[src/rtl/board_ram_arbiter.sv]
// Single-port board/move RAM arbiter: HPS Avalon-MM slave vs NUM_ENG round-robin engines.
// Optional HPS fairness guard is built only when ARB_FAIR_EN is defined.
module board_ram_arbiter #(
  parameter int unsigned DATA_WIDTH    = 32,
  parameter int unsigned ADDR_WIDTH    = 15,
  parameter int unsigned NUM_ENG       = 2,
  parameter int unsigned MAX_SLAVE_RUN = 4
) (
  input  logic                           clk,
  input  logic                           reset,
  input  logic [ADDR_WIDTH-1:0]          slave_address,
  input  logic                           slave_read,
  input  logic                           slave_write,
  input  logic [DATA_WIDTH-1:0]          slave_writedata,
  input  logic [DATA_WIDTH/8-1:0]        slave_byteenable,
  output logic                           slave_waitrequest,
  output logic [DATA_WIDTH-1:0]          slave_readdata,
  output logic                           slave_readdatavalid,
  input  logic [NUM_ENG-1:0]             eng_req,
  input  logic [NUM_ENG-1:0]             eng_we,
  input  logic [NUM_ENG*ADDR_WIDTH-1:0]  eng_addr,
  input  logic [NUM_ENG*DATA_WIDTH-1:0]  eng_wdata,
  output logic [NUM_ENG-1:0]             eng_gnt,
  output logic [NUM_ENG-1:0]             eng_rvalid,
  output logic [DATA_WIDTH-1:0]          eng_rdata,
  output logic [ADDR_WIDTH-1:0]          ram_address,
  output logic                           ram_wren,
  output logic [DATA_WIDTH/8-1:0]        ram_byteenable,
  output logic [DATA_WIDTH-1:0]          ram_writedata,
  input  logic [DATA_WIDTH-1:0]          ram_readdata
);

  localparam int unsigned IDX_W = (NUM_ENG > 1) ? $clog2(NUM_ENG) : 1;

  typedef struct packed {
    logic             valid;
    logic             is_slave;
    logic [IDX_W-1:0] idx;
  } tag_t;

  logic [IDX_W-1:0] rr_ptr_q, rr_ptr_d;
  logic [IDX_W-1:0] rr_sel;
  logic             rr_found;
  tag_t             tag0_q, tag1_q, tag0_d;
  logic             slave_req, any_eng, force_eng, slave_gnt, eng_gnt_any;

  assign slave_req = slave_read | slave_write;
  assign any_eng   = |eng_req;

`ifdef ARB_FAIR_EN
  localparam int unsigned CNT_W = $clog2(MAX_SLAVE_RUN + 1);
  logic [CNT_W-1:0] run_q, run_d;

  assign force_eng = any_eng & (run_q == CNT_W'(MAX_SLAVE_RUN));

  always_comb begin
    run_d = run_q;
    if (eng_gnt_any || !any_eng) run_d = '0;
    else if (slave_gnt)          run_d = run_q + 1'b1;
  end

  always_ff @(posedge clk) begin
    if (reset) run_q <= '0;
    else       run_q <= run_d;
  end
`else
  assign force_eng = 1'b0;
`endif

  // Round-robin search starting one past the last granted engine.
  always_comb begin
    int unsigned idx;
    rr_found = 1'b0;
    rr_sel   = '0;
    for (int unsigned i = 1; i <= NUM_ENG; i++) begin
      idx = (32'(rr_ptr_q) + i) % NUM_ENG;
      if (!rr_found && eng_req[IDX_W'(idx)]) begin
        rr_found = 1'b1;
        rr_sel   = IDX_W'(idx);
      end
    end
  end

  assign slave_gnt         = ~reset & slave_req & ~force_eng;
  assign eng_gnt_any       = ~reset & rr_found & ~slave_gnt;
  assign eng_gnt           = eng_gnt_any ? (NUM_ENG'(1) << rr_sel) : '0;
  assign slave_waitrequest = slave_req & ~slave_gnt;

  always_comb begin
    ram_address    = '0;
    ram_wren       = 1'b0;
    ram_byteenable = '0;
    ram_writedata  = '0;
    tag0_d         = '0;
    rr_ptr_d       = rr_ptr_q;
    if (slave_gnt) begin
      ram_address     = slave_address;
      ram_wren        = slave_write;
      ram_byteenable  = slave_write ? slave_byteenable : '0;
      ram_writedata   = slave_writedata;
      tag0_d.valid    = slave_read;
      tag0_d.is_slave = 1'b1;
    end else if (eng_gnt_any) begin
      ram_address     = eng_addr[rr_sel*ADDR_WIDTH +: ADDR_WIDTH];
      ram_wren        = eng_we[rr_sel];
      ram_byteenable  = eng_we[rr_sel] ? '1 : '0;
      ram_writedata   = eng_wdata[rr_sel*DATA_WIDTH +: DATA_WIDTH];
      tag0_d.valid    = ~eng_we[rr_sel];
      tag0_d.idx      = rr_sel;
      rr_ptr_d        = rr_sel;
    end
  end

  always_ff @(posedge clk) begin
    if (reset) begin
      rr_ptr_q <= IDX_W'(NUM_ENG - 1);
      tag0_q   <= '0;
      tag1_q   <= '0;
    end else begin
      rr_ptr_q <= rr_ptr_d;
      tag0_q   <= tag0_d;
      tag1_q   <= tag0_q;
    end
  end

  // Strobes are gated by reset so a tag already in stage 1 cannot fire during reset.
  assign slave_readdatavalid = ~reset & tag1_q.valid & tag1_q.is_slave;
  assign eng_rvalid          = (~reset & tag1_q.valid & ~tag1_q.is_slave) ?
                               (NUM_ENG'(1) << tag1_q.idx) : '0;
  assign slave_readdata      = ram_readdata;
  assign eng_rdata           = ram_readdata;

endmodule

[config.mk]
export PLATFORM = sky130hd
export DESIGN_NAME = board_ram_arbiter
export DESIGN_NICKNAME = d
export VERILOG_FILES = /design/src/rtl/board_ram_arbiter.sv
export SDC_FILE = /design/constraint.sdc
export NUM_CORES = 1
export LEC_CHECK = 0
export CAP_MARGIN = 20
export CORE_AREA = 5 5 116 118
export CTS_CLUSTER_DIAMETER = 50
export DETAILED_ROUTE_END_ITERATION = 12
export DIE_AREA = 0 0 121 123
export HOLD_SLACK_MARGIN = 0.1
export MAX_ROUTING_LAYER = met4
export PLACE_DENSITY = 0.75
export SLEW_MARGIN = 20
export SYNTH_ARGS = -nofsm -noshare
export SYNTH_HDL_FRONTEND = slang
export SYNTH_SLANG_ARGS = --single-unit
[constraint.sdc]
create_clock -name clk -period 1.4 [get_ports clk]
set_clock_uncertainty 0.2 [all_clocks]
set_input_delay 0.14 -clock clk [delete_from_list [all_inputs] [get_ports clk]]
set_output_delay 0.14 -clock clk [all_outputs]
set_load 0.005 [all_outputs]
==> flow_summary.toml <==
[floorplan]
initial_utilization_pct = 16.89
dieHeight_um = 123
core_region_area_um2 = 12360
floorplan.die.width_um = 121
boundaryPins = 307
die-area_um2 = 14880
placement_rows = 41

[timing]
worst_slew_margin_rel_pct = 79.67
hold_viol_final = 0
fmaxAchievable_mhz = 524.0
timing.final.crit_period_ns = 1.908
worst_hold_slack_ns = 0.1825
final.setup.tns_ns = -21.41
post-route-worst-setup-slack_ns = -0.5083
worst-slew-pin-transition_ns = 0.3043
setup_repair_after_global_routing_missed_its_margin = "true"
timing.final.max_slew_violations = 0
finalCritPeriodShare_pct = 136.3
finalSetupViolCount = 57

[setup_path]
worstPathRequired_ns = 1.06
crit_fanout = 3
crit_path_end_kind = "output port"
path_class = "reg2out"
timing.reg2reg.worst_path_depth = 8
setup.reg_to_reg.worst_slack_ns = -0.24
worst_r2r_startpoint = "rr_ptr_q"
critical_path.startpoint = "rr_ptr_q"
worst_setup_path_start_kind = "flip-flop"
timing.critical_path.arrival_ns = 1.57

[layout]
syn_to_final_growth_pct = 116.5
fillerInstances = 1274
post_layout_instance_count_excluding_filler_cells = 684
ratio_of_cells_with_drive_above_1_in_the_final_layout_pct = 22.85
total_inserted_antenna_cells = 0
final_nets = 698

[hold_path]
hold-path-cell-count = 3
holdCritPathClass = "in2reg"
hp-start = "reset"

[clocking]
numCtsBuffers = 3
max-clock-path-buffers = 2
cts.reportedPaths.clkPinSlew_ns = 0.04
clockRootBuffer = "clkbuf_16"
clock_latency_ns = 0.23
clkSinkCount = 7
cts-htree-levels = 1
tritoncts = "done"

[logic_synthesis]
ys_seq_area_share_pct = 6.711
synth_common_cells = "buf_4 (68), nor2_1 (51), a31oi_1 (47), nand3_1 (47), nand3b_1 (47)"
synthMostInstantiatedCell = "buf_4"
post-synth-top-area-fraction_pct = 24.45
netlist-cell-type-count = 27
post_synth.cell_area_avg_um2 = 6.328
largest_cells_by_area_after_synthesis = "buf_4 (24%), nand3b_1 (17%), a31oi_1 (14%), nand3_1 (11%), nor2_1 (9.2%)"
postSynthNetCount = 515
synth_edf_count = 0
synthCells = 330
synth_ff_type = "dfxtp_1"
yosysTopAreaCell = "buf_4"
synthesis_warnings = 0
synth.ff_latch_count = 7
synth_async_sr_flop_share_pct = 0
mappedNetlistArea_um2 = 2088

[route]
post-route-drc-count = 0
post_drt_wl_per_cell_um = 17.18
routed_wire_length_um = 11750
postRouteAntennaNets = 0
via_per_inst = 4.611
detail_route.iter0.violations = 141
detail_route.first_pass.iterations = 4
route.vias.total = 3154

[place]
gp_congestion = 0.7403
place_inst = 631
place_worst_setup_slack_ns = -0.9651
post-dp-hpwl_um = 7935
numPortBuffers = 210

[pwr]
vdd.ir_drop.worst_mv = 0.5793
p_per_area_nw_per_um2 = 448.6
static-leakage-power_nw = 1.769

[global_routing]
overflow = 0
grt_pass1_vias = 3166
grt.total_usage_pct = 13.89
grt_pass1_wl_um = 16370
antenna_found_initial = 0
grt_start_max_net_pins = 49

[outcome]
violated_checks = "setup timing"
outcome = "complete, but fails checks"

[flow_run]
timing.max_cap.violations = 0
## layout make-up
cell class	count	area, um^2	share of cell area [%]
Multi-Input combinational cell	223	1406	31.10
Clock buffer	4	78.83	1.743
Sequential cell	7	145.1	3.210
Inverter	4	17.52	0.3874
Tap cell	172	215.2	4.759
Timing Repair Buffer	274	2659	58.80
## stage by stage
step                cell area [um^2]  utilization [%]  power (mW)
floorplan                       2088                -      0.7333
global placement                3984            32.22       1.413
detailed placement              3984            32.22       1.437
CTS                             4464            36.11       2.014
global route                    4522            36.58       2.153
finish                          4522            36.58       2.028
## worst max-delay path, stage by stage (launching register included)
cell and delay [ns]:
dfxtp_4 0.37, a21boi_4 0.07, buf_6 0.14, buf_6 0.11, a211o_1 0.29, buf_6 0.14
o21ai_1 0.11, buf_2 0.12
## power breakdown
| group | leakage (nW) | switching [mW] | internal [mW] | total (mW) |
|---|---|---|---|---|
| logic | 1.67 | 0.514 | 0.822 | 1.34 |
| clock network | 0.0382 | 0.0981 | 0.378 | 0.476 |
| registers | 0.0580 | 0.00675 | 0.210 | 0.217 |
| total | 1.77 | 0.619 | 1.41 | 2.03 |
## cells in the final DEF (no fill, tap or decap), types with 2 or more instances in the layout
cell             synthesis  layout
a31oi_1                 47      45
a31oi_2                  0       2
and3b_1                  3       3
buf_12                   0      16
buf_2                   19      57
buf_4                   68       6
buf_6                    1       6
clkbuf_16                0       5
clkdlybuf4s50_1          0     147
dfxtp_1                  7       5
dlygate4sd2_1            0       4
dlygate4sd3_1            0      32
inv_1                    2       2
nand2_1                  6       5
nand3_1                 47      44
nand3_2                  0       3
nand3b_1                47      47
nor2_1                  51      48
nor2_4                   0       2
nor2b_1                  5       5
o21ai_2                  0       3
## final timing paths
| kind | endpoint |
|---|---|
| setup / recovery | ram_byteenable[0] |
| hold / removal | tag1_q[2] |
| setup reg to reg | tag0_q[2] |
| hold reg to reg | tag1_q[2] |
## logic make-up (layout without fill, tap and decap cells)
family / Yosys count / in the layout / share of synthesized area [%]
flip-flops: 7 / 7 / 6.710
AND/OR/NAND/NOR: 165 / 165 / 43.44
AO/OA/AOI/OAI: 58 / 58 / 18.15
buffers and inverters: 100 / 282 / 31.70
## sequential cells by signal (all words and copies together) (netlist names)
name / count
rr_ptr_q: 1
tag0_q: 3
tag1_q: 3
## timing repair
action	in CTS	in global routing
endpoints found under the hold margin	64	0
pin swaps	46	50
setup endpoints to repair	60	58
setup buffers	10	4
hold buffers	32	0
gates cloned	5	2
resized for setup	262	12
## layer usage
layer | global-route usage, % | share of wire (%)
met1 | 16.19 | 37
met2 | 25.32 | 52
met3 | 2.608 | 9.5
met4 | 2.195 | 1.1
met5 | - | 0
(Power assumes the default switching activity.)
